[config.mk]
export PLATFORM = sky130hd
export DESIGN_NAME = btb_predictor
export DESIGN_NICKNAME = d
export VERILOG_FILES = /design/src/rtl/riscv_pkg.sv /design/src/rtl/btb_table.sv /design/src/rtl/btb_predictor.sv
export SDC_FILE = /design/constraint.sdc
export NUM_CORES = 2
export LEC_CHECK = 0
export ABC_AREA = 0
export BUFFER_PORTS_ARGS = -buffer_cell sky130_fd_sc_hd__buf_4
export CORE_ASPECT_RATIO = 1.1
export CORE_MARGIN = 4
export CORE_UTILIZATION = 36
export DETAILED_ROUTE_END_ITERATION = 8
export GPL_TIMING_DRIVEN = 0
export MAX_ROUTING_LAYER = met4
export PLACE_DENSITY_LB_ADDON = 0.1
export SYNTH_ARGS = -nofsm -noshare
export SYNTH_HDL_FRONTEND = slang
export SYNTH_HIERARCHICAL = 1
export SYNTH_SLANG_ARGS = --single-unit
[constraint.sdc]
create_clock -name clk -period 8.2 [get_ports clk]
set_clock_uncertainty 0.2 [all_clocks]
set_input_delay 1.64 -clock clk [delete_from_list [all_inputs] [get_ports clk]]
set_output_delay 1.64 -clock clk [all_outputs]
set_load 0.005 [all_outputs]
[src/rtl/riscv_pkg.sv]
// Shared definitions for the RV32I pipeline branch predictor.
//   XLEN        : default address/data width
//   BTB_TAG_W   : default tag width stored in a BTB entry
//   PC_INC      : sequential fetch increment
//   ctr_t       : 2-bit direction counter encodings (SNT/WNT/WT/ST)
//   btb_entry_t : one BTB slot {valid, tag, target, ctr, jmp}
// btb_entry_t field widths come from XLEN and BTB_TAG_W here, so the
// predictor's XLEN and TAG_W parameters must match these values.
package riscv_pkg;

  localparam int XLEN      = 32;
  localparam int BTB_TAG_W = 10;

  localparam logic [XLEN-1:0] PC_INC = XLEN'(4);

  typedef enum logic [1:0] {
    SNT = 2'd0,
    WNT = 2'd1,
    WT  = 2'd2,
    ST  = 2'd3
  } ctr_t;

  typedef struct packed {
    logic                 valid;
    logic [BTB_TAG_W-1:0] tag;
    logic [XLEN-1:0]      target;
    ctr_t                 ctr;
    logic                 jmp;
  } btb_entry_t;

  function automatic ctr_t ctr_inc(input ctr_t c);
    return (c == ST) ? ST : ctr_t'(c + 2'd1);
  endfunction

  function automatic ctr_t ctr_dec(input ctr_t c);
    return (c == SNT) ? SNT : ctr_t'(c - 2'd1);
  endfunction

endpackage

[src/rtl/btb_table.sv]
// BTB storage array.
//   clk, rst          : clock, asynchronous active-low reset
//   rd_idx_f_i/_o     : fetch-side combinational read port
//   rd_idx_e_i/_o     : execute-side combinational read port (training)
//   we_i, wr_idx_i,
//   wr_entry_i        : synchronous write port
// Reads return pre-write contents; a write lands at the clock edge.
module btb_table
  import riscv_pkg::*;
#(
  parameter int ENTRIES = 16,
  parameter int IDX_W   = $clog2(ENTRIES)
) (
  input  logic             clk,
  input  logic             rst,
  input  logic [IDX_W-1:0] rd_idx_f_i,
  output btb_entry_t       rd_entry_f_o,
  input  logic [IDX_W-1:0] rd_idx_e_i,
  output btb_entry_t       rd_entry_e_o,
  input  logic             we_i,
  input  logic [IDX_W-1:0] wr_idx_i,
  input  btb_entry_t       wr_entry_i
);

  localparam btb_entry_t RESET_ENTRY = '{valid: 1'b0, tag: '0, target: '0,
                                         ctr: WNT, jmp: 1'b0};

  btb_entry_t mem_q [ENTRIES];

  always_ff @(posedge clk or negedge rst) begin
    if (!rst) begin
      for (int i = 0; i < ENTRIES; i++) mem_q[i] <= RESET_ENTRY;
    end else if (we_i) begin
      mem_q[wr_idx_i] <= wr_entry_i;
    end
  end

  assign rd_entry_f_o = mem_q[rd_idx_f_i];
  assign rd_entry_e_o = mem_q[rd_idx_e_i];

endmodule

[src/rtl/btb_predictor.sv]
// Branch target buffer with 2-bit direction counters for the 5-stage RV32I
// pipeline. Predicts in F, carries the prediction through D and E under the
// hazard unit's stall/flush, checks it in E and trains the table.
//   clk, rst                     : clock, asynchronous active-low reset
//   pc_f -> pred_taken_f,
//           pred_pc_f            : fetch lookup
//   stall_d, flush_d, flush_e    : hazard-unit controls for D/E registers
//   resolve_valid_e, is_cti_e,
//   is_jump_e, taken_e, target_e,
//   pc_e                         : resolved outcome of the E instruction
//   mispredict_e, redirect_pc_e  : fetch redirect
// Optional macro BTB_STATS_EN adds stat_lookups/stat_hits/stat_mispredicts
// (32-bit saturating counters).
module btb_predictor #(
  parameter int XLEN    = 32,
  parameter int ENTRIES = 16,
  parameter int TAG_W   = 10
) (
  input  logic            clk,
  input  logic            rst,
  input  logic [XLEN-1:0] pc_f,
  output logic            pred_taken_f,
  output logic [XLEN-1:0] pred_pc_f,
  input  logic            stall_d,
  input  logic            flush_d,
  input  logic            flush_e,
  input  logic            resolve_valid_e,
  input  logic            is_cti_e,
  input  logic            is_jump_e,
  input  logic            taken_e,
  input  logic [XLEN-1:0] target_e,
  input  logic [XLEN-1:0] pc_e,
  output logic            mispredict_e,
  output logic [XLEN-1:0] redirect_pc_e
`ifdef BTB_STATS_EN
  ,
  output logic [31:0]     stat_lookups,
  output logic [31:0]     stat_hits,
  output logic [31:0]     stat_mispredicts
`endif
);

  import riscv_pkg::*;

  localparam int IDX_W = $clog2(ENTRIES);

  logic [IDX_W-1:0] idx_f, idx_e;
  logic [TAG_W-1:0] tag_f, tag_e;
  btb_entry_t       ent_f, ent_e, wr_entry_d;
  logic             wr_en_d;
  logic             hit_f, hit_e, actual_taken_e;

  logic             fd_taken_q, de_taken_q;
  logic [XLEN-1:0]  fd_target_q, de_target_q;

  assign idx_f = pc_f[2 +: IDX_W];
  assign tag_f = pc_f[2+IDX_W +: TAG_W];
  assign idx_e = pc_e[2 +: IDX_W];
  assign tag_e = pc_e[2+IDX_W +: TAG_W];

  btb_table #(.ENTRIES(ENTRIES), .IDX_W(IDX_W)) u_table (
    .clk          (clk),
    .rst          (rst),
    .rd_idx_f_i   (idx_f),
    .rd_entry_f_o (ent_f),
    .rd_idx_e_i   (idx_e),
    .rd_entry_e_o (ent_e),
    .we_i         (wr_en_d),
    .wr_idx_i     (idx_e),
    .wr_entry_i   (wr_entry_d)
  );

  assign hit_f        = ent_f.valid && (ent_f.tag == tag_f);
  assign pred_taken_f = hit_f && (ent_f.jmp || ent_f.ctr[1]);
  assign pred_pc_f    = pred_taken_f ? ent_f.target : pc_f + PC_INC;

  // Flush wins over stall in D; E has no stall.
  always_ff @(posedge clk or negedge rst) begin
    if (!rst) begin
      fd_taken_q  <= 1'b0;
      fd_target_q <= '0;
      de_taken_q  <= 1'b0;
      de_target_q <= '0;
    end else begin
      if (flush_d) begin
        fd_taken_q  <= 1'b0;
        fd_target_q <= '0;
      end else if (!stall_d) begin
        fd_taken_q  <= pred_taken_f;
        fd_target_q <= ent_f.target;
      end
      if (flush_e) begin
        de_taken_q  <= 1'b0;
        de_target_q <= '0;
      end else begin
        de_taken_q  <= fd_taken_q;
        de_target_q <= fd_target_q;
      end
    end
  end

  assign actual_taken_e = is_cti_e && taken_e;
  assign mispredict_e   = resolve_valid_e &&
                          ((de_taken_q != actual_taken_e) ||
                           (de_taken_q && taken_e && (de_target_q != target_e)));
  assign redirect_pc_e  = actual_taken_e ? target_e : pc_e + PC_INC;

  assign hit_e = ent_e.valid && (ent_e.tag == tag_e);

  always_comb begin
    wr_en_d    = 1'b0;
    wr_entry_d = ent_e;
    if (resolve_valid_e) begin
      if (is_cti_e) begin
        if (hit_e) begin
          wr_en_d = 1'b1;
          if (taken_e) begin
            wr_entry_d.ctr    = ctr_inc(ent_e.ctr);
            wr_entry_d.target = target_e;
          end else begin
            wr_entry_d.ctr    = ctr_dec(ent_e.ctr);
          end
          if (is_jump_e) begin
            wr_entry_d.ctr = ST;
            wr_entry_d.jmp = 1'b1;
          end
        end else if (taken_e) begin
          wr_en_d           = 1'b1;
          wr_entry_d.valid  = 1'b1;
          wr_entry_d.tag    = tag_e;
          wr_entry_d.target = target_e;
          wr_entry_d.ctr    = is_jump_e ? ST : WT;
          wr_entry_d.jmp    = is_jump_e;
        end
      end else if (de_taken_q && hit_e) begin
        // Predicted taken on something that is not a branch: drop the alias.
        wr_en_d          = 1'b1;
        wr_entry_d.valid = 1'b0;
      end
    end
  end

`ifdef BTB_STATS_EN
  always_ff @(posedge clk or negedge rst) begin
    if (!rst) begin
      stat_lookups     <= '0;
      stat_hits        <= '0;
      stat_mispredicts <= '0;
    end else begin
      if (!stall_d && (stat_lookups != '1))        stat_lookups     <= stat_lookups + 32'd1;
      if (!stall_d && hit_f && (stat_hits != '1))  stat_hits        <= stat_hits + 32'd1;
      if (mispredict_e && (stat_mispredicts != '1)) stat_mispredicts <= stat_mispredicts + 32'd1;
    end
  end
`endif

endmodule

==> summary.txt <==
Clock root cell - clkbuf_16
Final Non-Filler Cells - 5000
# placed instances - 4823
Initial Util - 36.24%
Antenna violations before repair - 8
CP arrival - 6420 ps
Critical Path Fanout Max - 10
Clk buf depth - 3
End-of-flow core utilization - 41.76%
Final worst path period share - 100.7%
Die span in x - 341.1 um
Lkg Pwr - 23.09 nW
First-pass GRT wire length - 241800 um
Drt pass-1 iters - 5
Num CTS Buffers - 94
Worst-Margin Slew - 1500 ps
Setup WS post-layout - -59.00 ps
Clock-pin slew on the worst setup and hold paths - 60 ps
Area of the multi-input gates - 22290 sq um
Failing checks - capacitance limit, slew limit, setup timing
Setup violators final - 2
Htree depth - 3
Hold bufs inserted after CTS - 0
Setup CP Type - input port to output pin
Die H - 374.4 um
DRT antenna net count - 0
MaxCap Viol Count - 1
Num ports - 171
Routed wire length - 171600 um
Net count after synthesis - 3126
Max IR drop VDD - 0.0001725 V
Startpoint class of the critical path - input port
Max-slew violation count - 1
Max_slew headroom - -0.7289%
Area growth, synth to finish - 15.24%
Layout net count - 3394
CTS sink cnt - 802
DPL Wire Length - 123300 um
Reg2Reg Setup Slack - 2870 ps
WP data required - 6360 ps
Nature of the critical path endpoint - output pin
Max Fclk - 121.1 MHz
# rows - 134
IO Port Bufs - 163
Mapped cell area - 43930 sq um
Worst R2R End - u_table/mem_q[343]
Placement Setup Slack - -1070 ps
Post-Route Setup TNS - -86.39 ps
Final hold violation count - 0
1st-iter DRT viols - 2580
GRT Util Overall - 27.37%
PD cells - 188.2 nW/um^2
RSZ-0062 raised after global routing - no
Hold path endpoint - de_target_q[7]
Period minus WS final - 8259 ps
Vias per inst - 5.999
Drt wl/cell - 34.33 um
Layout cells sized above 1 - 48.66%
Syn_area_per_cell - 14.55 sq um
Worst R2R Start - u_table/mem_q[590]
Hold Crit Start - fd_target_q[7]
Overall power - 0.009526 W
Routability cong. - 0.8844
Residual DRC count - 0
Ys Warns - 6
Congestion Overflow GR - 0
Die ar. - 127700 sq um
Hold path cells - 1
Clk Latency, worst-skew pair - 700 ps
Post-CTS Setup Inserts - 0
Hold WC Path Type - flip-flop to flip-flop
Area of the core - 121200 sq um
CTS tree - yes
Vias in the first global route - 31808
Register area - 20090 sq um
# fillers - 11154
Largest net degree at the start of global routing - 118
Outcome - finished with violations
Commonest non-fill, non-tap cells in the layout - 786 x dfrtp_1, 721 x mux2_2, 364 x mux4_2, 182 x a22oi_1, 181 x buf_4
Cell count after synthesis - 3019
Vias - 29994
R2R depth - 13
Most common cell after layout, fill and taps aside - dfrtp_1
-- what timing repair did --
action,4_1_cts,5_1_grt
endpoints found under the setup margin,32,4
gates resized for setup,28,6
pin swaps,0,0
-- per-layer routing --
metal	GRT usage [%]	up-vias	share of wire, %
li1	-	12081	-
met4	11.30	0	4.5
met5	-	-	0
met3	5.413	341	7.0
met1	35.99	16318	42
met2	41.70	1254	46
-- critical path, stage by stage --
cell,delay [ps]
buf_4,230
clkbuf_1,360
clkbuf_1,1060
mux4_2,430
a22oi_1,200
nand2_1,100
xor2_1,200
nor4_1,290
nand4_1,380
clkbuf_2,420
clkbuf_2,410
a21oi_2,460
buf_4,190
-- worst max-delay path by stage --
stage | start | to | slack (ps) | depth (start not counted)
2_1_floorplan | pc_f[2] | pred_pc_f[30] | 2100 | 11
3_3_place_gp | rst | u_table/mem_q[75] | -3840 | 1
3_5_place_dp | pc_f[3] | pred_pc_f[12] | -1070 | 13
4_1_cts | pc_f[2] | pred_pc_f[10] | -60 | 14
5_1_grt | pc_f[2] | pred_pc_f[12] | 2 | 14
6_report | pc_f[3] | pred_pc_f[12] | -60 | 13
-- final cells by class --
type,count,area share [%]
plain buffers,272,3.166
diodes,6,0.02966
repair buffers,173,2.860
clock inverters,40,0.8206
clock buffers,131,5.280
flip-flops and latches,802,39.69
multi-input cells,1932,44.04
inverters,12,0.08898
well taps,1632,4.034
-- report_power, final --
part / internal [W] / total (W) / switching [W]
clock: 0.00247 / 0.00425 / 0.00178
sequential: 0.00409 / 0.00418 / 0.0000928
combinational: 0.000430 / 0.00110 / 0.000668
-- flip-flops by register name, summed over array words and instances (netlist names) --
name / cells
fd_taken_q: 1
fd_target_q: 32
de_target_q: 32
de_taken_q: 1
u_table/mem_q: 736
-- per-stage QoR --
stage	instance area [sq um]	hold slack (ps)
2_1_floorplan	43930	264.1
3_3_place_gp	47190	277.6
3_5_place_dp	47420	276.6
4_1_cts	50570	291.5
5_1_grt	50620	314.3
6_report	50620	291.1
Note: power is estimated with default switching activity, not from simulation.
